$ cat src/rtl/mst_fifo_pkg.sv
`default_nettype none
// +--------------------------------------------------------------------+
// | mst_fifo_pkg : state encoding and constants for the FT600 scheduler |
// | Rev 1.0                                                             |
// +--------------------------------------------------------------------+
package mst_fifo_pkg;

  typedef enum logic [2:0] {
    ST_IDLE   = 3'd0,
    ST_RX_OE  = 3'd1,
    ST_RX_RD  = 3'd2,
    ST_RX_END = 3'd3,
    ST_TX_DRV = 3'd4,
    ST_TX_WR  = 3'd5,
    ST_TX_END = 3'd6
  } state_e;

  localparam logic DIR_RX = 1'b0;
  localparam logic DIR_TX = 1'b1;

  // Bus turnaround length in cycles, and the width of its counter.
  localparam int TA_CYC = 1;
  localparam int TA_W   = 4;

endpackage
`default_nettype wire

$ cat src/rtl/mst_rr_pick.sv
`default_nettype none
// +--------------------------------------------------------------------+
// | mst_rr_pick : two-requester round-robin picker with last-grant reg  |
// | Rev 1.0                                                             |
// +--------------------------------------------------------------------+
module mst_rr_pick (
  input  logic clk,
  input  logic rst_n,
  input  logic en_i,
  input  logic req_rx_i,
  input  logic req_tx_i,
  output logic gnt_rx_o,
  output logic gnt_tx_o,
  output logic last_o
);
  import mst_fifo_pkg::*;

  logic last_q;
  logic last_d;

  // On a tie the direction that was not granted last wins.
  always_comb begin
    gnt_rx_o = 1'b0;
    gnt_tx_o = 1'b0;
    last_d   = last_q;
    if (en_i) begin
      if (req_rx_i && (!req_tx_i || (last_q == DIR_TX))) begin
        gnt_rx_o = 1'b1;
        last_d   = DIR_RX;
      end else if (req_tx_i) begin
        gnt_tx_o = 1'b1;
        last_d   = DIR_TX;
      end
    end
  end

  always_ff @(posedge clk or negedge rst_n) begin
    if (!rst_n) begin
      last_q <= DIR_TX;
    end else begin
      last_q <= last_d;
    end
  end

  assign last_o = last_q;

endmodule
`default_nettype wire

$ cat src/rtl/mst_bus_sched.sv
`default_nettype none
// +--------------------------------------------------------------------+
// | mst_bus_sched : FT600 245-sync bus scheduler, RX/TX with turnaround |
// | Rev 1.0                                                             |
// +--------------------------------------------------------------------+
module mst_bus_sched #(
  parameter int MAX_BURST = 256
) (
  input  logic clk,
  input  logic rst_n,
  input  logic rxf_n,
  input  logic txe_n,
  input  logic r_oob,
  input  logic w_oob,
  input  logic rx_ready,
  input  logic tx_avail,
  output logic oe_n,
  output logic rd_n,
  output logic wr_n,
  output logic dt_oe_n,
  output logic be_oe_n,
  output logic rx_vld,
  output logic tx_pop,
  output logic dir,
  output logic busy
);
  import mst_fifo_pkg::*;

  localparam int            CW       = $clog2(MAX_BURST + 1);
  localparam logic [CW-1:0] CNT_LAST = CW'(MAX_BURST - 1);

  state_e          state_q, state_d;
  logic [CW-1:0]   cnt_q, cnt_d;
  logic [TA_W-1:0] ta_q, ta_d;
  logic            oe_n_q, rd_n_q, wr_n_q, dt_oe_n_q, be_oe_n_q;

  logic rx_req, tx_req;
  logic gnt_rx, gnt_tx;
  logic ta_done;
  logic rx_own_d, tx_own_d;

  assign rx_req  = ~rxf_n & rx_ready & ~r_oob;
  assign tx_req  = ~txe_n & tx_avail & ~w_oob;
  assign ta_done = (ta_q == TA_W'(TA_CYC - 1));

  mst_rr_pick u_rr_pick (
    .clk      (clk),
    .rst_n    (rst_n),
    .en_i     (state_q == ST_IDLE),
    .req_rx_i (rx_req),
    .req_tx_i (tx_req),
    .gnt_rx_o (gnt_rx),
    .gnt_tx_o (gnt_tx),
    .last_o   (dir)
  );

  always_comb begin
    state_d = state_q;
    cnt_d   = cnt_q;
    ta_d    = '0;
    rx_vld  = (state_q == ST_RX_RD) & ~rxf_n;
    tx_pop  = (state_q == ST_TX_WR) & ~txe_n;
    case (state_q)
      ST_IDLE: begin
        if (gnt_rx) begin
          state_d = ST_RX_OE;
          cnt_d   = '0;
        end else if (gnt_tx) begin
          state_d = ST_TX_DRV;
          cnt_d   = '0;
        end
      end
      ST_RX_OE: state_d = ST_RX_RD;
      ST_RX_RD: begin
        if (rx_vld) cnt_d = cnt_q + 1'b1;
        // Exit is decided on this cycle's inputs; the sink's 2-word margin
        // absorbs the one strobe already committed.
        if (rxf_n || !rx_ready || r_oob || (rx_vld && (cnt_q == CNT_LAST)))
          state_d = ST_RX_END;
      end
      ST_RX_END: begin
        if (ta_done) state_d = ST_IDLE;
        else         ta_d    = ta_q + 1'b1;
      end
      ST_TX_DRV: state_d = ST_TX_WR;
      ST_TX_WR: begin
        if (tx_pop) cnt_d = cnt_q + 1'b1;
        if (txe_n || !tx_avail || w_oob || (tx_pop && (cnt_q == CNT_LAST)))
          state_d = ST_TX_END;
      end
      ST_TX_END: begin
        if (ta_done) state_d = ST_IDLE;
        else         ta_d    = ta_q + 1'b1;
      end
      default: state_d = ST_IDLE;
    endcase
  end

  // Pad controls are registered from the next state so they are glitch-free
  // and line up with the state they belong to.
  assign rx_own_d = (state_d == ST_RX_OE) || (state_d == ST_RX_RD);
  assign tx_own_d = (state_d == ST_TX_DRV) || (state_d == ST_TX_WR);

  always_ff @(posedge clk or negedge rst_n) begin
    if (!rst_n) begin
      state_q   <= ST_IDLE;
      cnt_q     <= '0;
      ta_q      <= '0;
      oe_n_q    <= 1'b1;
      rd_n_q    <= 1'b1;
      wr_n_q    <= 1'b1;
      dt_oe_n_q <= 1'b1;
      be_oe_n_q <= 1'b1;
    end else begin
      state_q   <= state_d;
      cnt_q     <= cnt_d;
      ta_q      <= ta_d;
      oe_n_q    <= ~rx_own_d;
      rd_n_q    <= ~(state_d == ST_RX_RD);
      wr_n_q    <= ~(state_d == ST_TX_WR);
      dt_oe_n_q <= ~tx_own_d;
      be_oe_n_q <= ~tx_own_d;
    end
  end

  assign oe_n    = oe_n_q;
  assign rd_n    = rd_n_q;
  assign wr_n    = wr_n_q;
  assign dt_oe_n = dt_oe_n_q;
  assign be_oe_n = be_oe_n_q;
  assign busy    = (state_q != ST_IDLE);

endmodule
`default_nettype wire

$ cat config.mk
export PLATFORM = sky130hd
export DESIGN_NAME = mst_bus_sched
export DESIGN_NICKNAME = d
export VERILOG_FILES = /design/src/rtl/mst_fifo_pkg.sv /design/src/rtl/mst_rr_pick.sv /design/src/rtl/mst_bus_sched.sv
export SDC_FILE = /design/constraint.sdc
export NUM_CORES = 1
export LEC_CHECK = 0
export CORE_MARGIN = 5
export CORE_UTILIZATION = 50
export DETAILED_ROUTE_END_ITERATION = 7
export PLACE_DENSITY = 0.78
export SYNTH_ARGS = -nofsm -noshare
export SYNTH_HDL_FRONTEND = slang
export SYNTH_SLANG_ARGS = --single-unit
$ cat constraint.sdc
create_clock -name clk -period 1.9 [get_ports clk]
set_input_delay 0.285 -clock clk [delete_from_list [all_inputs] [get_ports clk]]
set_output_delay 0.285 -clock clk [all_outputs]
set_load 0.1 [all_outputs]
==> metrics.log <==
INFO  metric routed_wire_length_per_instance = 14.1 µm
INFO  metric htree_levels = 1
INFO  metric floorplan.die_area = 3400 µm²
INFO  metric dr.first_iter.drc_count = 16
INFO  metric final_nets = 164
INFO  metric grt_first_pass_wirelength = 4.36 mm
INFO  metric min-delay-path-class = input pin to async pin
INFO  metric synth_commonest_cells = sky130_fd_sc_hd__dfrtp_1, sky130_fd_sc_hd__nand2_1, sky130_fd_sc_hd__inv_1, sky130_fd_sc_hd__nand3_1, sky130_fd_sc_hd__nor3_1
INFO  metric clock_latency = 0.30 ns
INFO  metric timing.critical_path.from_type = register
INFO  metric post-dp-hpwl = 1.96 mm
INFO  metric synth_seq_cells = 21
INFO  metric path_max_fanout = 3
INFO  metric floorplan.core_area = 2210 µm²
INFO  metric placementRows = 17
INFO  metric async_set_or_reset_flop_fraction_in_the_synthesized_netlist = 100%
INFO  metric cts_made_buffers = 3
INFO  metric fin_tns_setup = 0 ns
INFO  metric wirelength = 2.53 mm
INFO  metric synthDominantAreaCellType = sky130_fd_sc_hd__dfrtp_1
INFO  metric syn_nets = 131
INFO  metric setup.worst_path.class = register to register
INFO  metric fillerInstances = 156
INFO  metric critPathArrivalTime = 2.00 ns
INFO  metric min_tclk_post_route = 1.82 ns
INFO  metric worstReg2RegEnd = state_q[0]$_DFF_PN0_
INFO  metric fmax = 551 MHz
INFO  metric global_route.overflow_total = 0
INFO  metric clk_sinks = 21
INFO  metric synth_ff_type = sky130_fd_sc_hd__dfrtp_1
INFO  metric p_per_area = 1480 nW/µm²
INFO  metric finalWeightedCongestion = 0.811
INFO  metric n_antenna_cell = 0
INFO  metric detailroute.via_count = 1038
INFO  metric start_util = 52.7%
INFO  metric multi_input_comb_area = 576 µm²
INFO  metric die_width = 58.3 µm
INFO  metric first_pass_iters = 4
INFO  metric crit_path_max_incr_delay = 0.40 ns
INFO  metric clkSlewWorstSetupHoldPaths = 0.12 ns
INFO  metric worstPathCellList = ha_1 -> nand3_1 -> nor3_1 -> ha_1 -> inv_1 -> nand3_1 -> o32ai_1 -> or3_1
INFO  metric final_area = 1590 µm²
INFO  metric report.final.slew_viol_count = 0
INFO  metric hold_viol_final = 0
INFO  metric avgViaCountPerCell = 5.80
INFO  metric groute.layer.met3.usage = 4.82%
INFO  metric yosys_warnings = 0
INFO  metric synth.avg_cell_area = 9.80 µm²
INFO  metric areaGrowthSynthToFinish = 36.1%
INFO  metric worstMarginPinSlew = 0.462 ns
INFO  metric setup_viol = 0
INFO  metric worst_ep_required = 2.08 ns
INFO  metric worst_slew_margin_rel = 68.4%
INFO  metric synthCells = 119
INFO  metric root_buffer_selected_by_cts = sky130_fd_sc_hd__clkbuf_4
INFO  metric grt_antenna_before_repair = 0
INFO  metric remaining_drc_errors = 0
INFO  metric crit_path_top_delay_cell = sky130_fd_sc_hd__dfrtp_1
INFO  metric ctsHoldBuffers = 0
INFO  metric synth_enable_flop_cells = 0
INFO  metric rrSetupSlack = 0.08 ns
INFO  metric synth.distinct_cells = 43
INFO  metric postLayoutCoreUtil = 71.7%
INFO  metric leakage = 0.000687 µW
INFO  metric end_kind = register
INFO  metric drive_above_1_share = 27.8%
INFO  metric ff_latch_area = 534 µm²
INFO  metric post_dp_cell_area = 1540 µm²
INFO  metric cap_violations = 0
INFO  metric floorplan.io_pins = 17
INFO  metric met2_track_utilization_from_global_routing = 29.0%
INFO  metric synth_top_cell_area_share = 34.3%
INFO  metric number_of_global_route_vias_before_repair = 1072
INFO  metric worst_ir_drop_vdd = 0.00125 V
INFO  metric synth-seq-area-share = 45.6%
INFO  metric synth_area_leaders = sky130_fd_sc_hd__dfrtp_1, sky130_fd_sc_hd__dfstp_2, sky130_fd_sc_hd__ha_1
INFO  metric cts_tree = yes
INFO  metric globalRoute.busiestLayer = met2
INFO  metric cts_buffer_depth = 2
INFO  metric portBuffers = 16
INFO  metric grt_util_met1 = 18.0%
INFO  metric outcome = finished, final reports clean
INFO  metric grt_max_degree = 22
INFO  metric chipHeight = 58.3 µm
INFO  metric worst_path_dominant_cell_family = simple AND/OR/NAND/NOR gates
INFO  metric timing.clock.skew = 0.00976 ns
INFO  metric worst_reg_to_reg_path_cell_count = 8
INFO  metric total_routing_resource_utilization_after_global_routing = 16.2%
INFO  metric antenna_violating_nets_post_route = 0
INFO  metric worstReg2RegStart = cnt_q[1]$_DFFE_PN0P_
INFO  metric critPathBufInv = 1
INFO  metric synth.most_common_cell = sky130_fd_sc_hd__dfrtp_1
INFO  metric layout_worst_path_cycle_share = 95.6%
INFO  metric mappedNetlistArea = 1170 µm²
[power breakdown]
part / switching (µW) / internal (µW)
Clock: 132 / 81.8
Sequential: 160 / 581
Combinational: 860 / 538
Total: 1150 / 1200
[layout make-up]
| type | instances | share of cell area (%) |
|---|---|---|
| well taps | 28 | 2.21 |
| clock buffers | 4 | 1.66 |
| repair buffers | 33 | 23.8 |
| flip-flops and latches | 21 | 33.7 |
| inverters | 10 | 2.37 |
| multi-input cells | 83 | 36.3 |
[kinds of logic (layout without fill, tap and decap cells)]
family                   Yosys count  after routing  synth area share, %
AND/OR/NAND/NOR                   48             48                 25.9
flip-flops                        21             21                 45.6
XOR/XNOR                           3              3                 2.25
buffers and inverters             15             47                 5.47
AO/OA/AOI/OAI                     28             28                 16.5
adder cells (fa/ha/maj)            4              4                 4.29
[routing by layer]
layer	vias to the layer above	part of all wire, %
li1	501	-
met1	501	40
met2	34	52
met3	2	6.6
met4	0	0.71
met5	-	0
[sequential cells by signal, indices dropped and copies added (netlist names)]
name              count
ta_q                  4
state_q               3
wr_n                  1
oe_n                  1
u_rr_pick.last_o      1
cnt_q                 9
rd_n                  1
be_oe_n               1
[layout by cell type (no fill, tap or decap), drive strengths merged, types with 5 or more instances in the layout]
cell type / netlist / routed
clkdlybuf4s50: 0 / 7
nand2: 10 / 10
nand3: 7 / 7
dfrtp: 16 / 16
nor3: 6 / 6
o21ai: 6 / 6
inv: 10 / 10
a21oi: 5 / 5
dfstp: 5 / 5
buf: 4 / 26
[stage by stage]
| stage | std cells | total power, µW | hold WS [ns] | setup WS, ns |
|---|---|---|---|---|
| after global placement | 173 | 2070 | 0.484 | -0.0393 |
| after global routing | 179 | 2480 | 0.325 | -0.00763 |
| after CTS | 177 | 2320 | 0.322 | 0.0583 |
| after detailed placement | 173 | 2110 | 0.488 | -0.181 |
| after floorplan | 119 | 1590 | -0.0106 | -0.493 |
| final | 179 | 2350 | 0.310 | 0.0837 |
[what timing repair did]
action	4_1_cts	5_1_grt
setup buffers	0	2
resized for setup	0	3
hold endpoints to repair	0	0
endpoints found under the setup margin	0	4
[how the worst max path moves through the flow]
stage,startpoint,endpoint,slack [ns],cells after the start
final,cnt_q[1]$_DFFE_PN0P_,state_q[0]$_DFF_PN0_,0.08,8
after global routing,cnt_q[1]$_DFFE_PN0P_,state_q[0]$_DFF_PN0_,-0.008,8
after CTS,state_q[0]$_DFF_PN0_,tx_pop,0.06,3
after detailed placement,txe_n,wr_n$_DFF_PN1_,-0.18,5
after global placement,txe_n,state_q[0]$_DFF_PN0_,-0.04,5
after floorplan,state_q[2]$_DFF_PN0_,cnt_q[2]$_DFFE_PN0P_,-0.49,5
(Power assumes the default switching activity.)
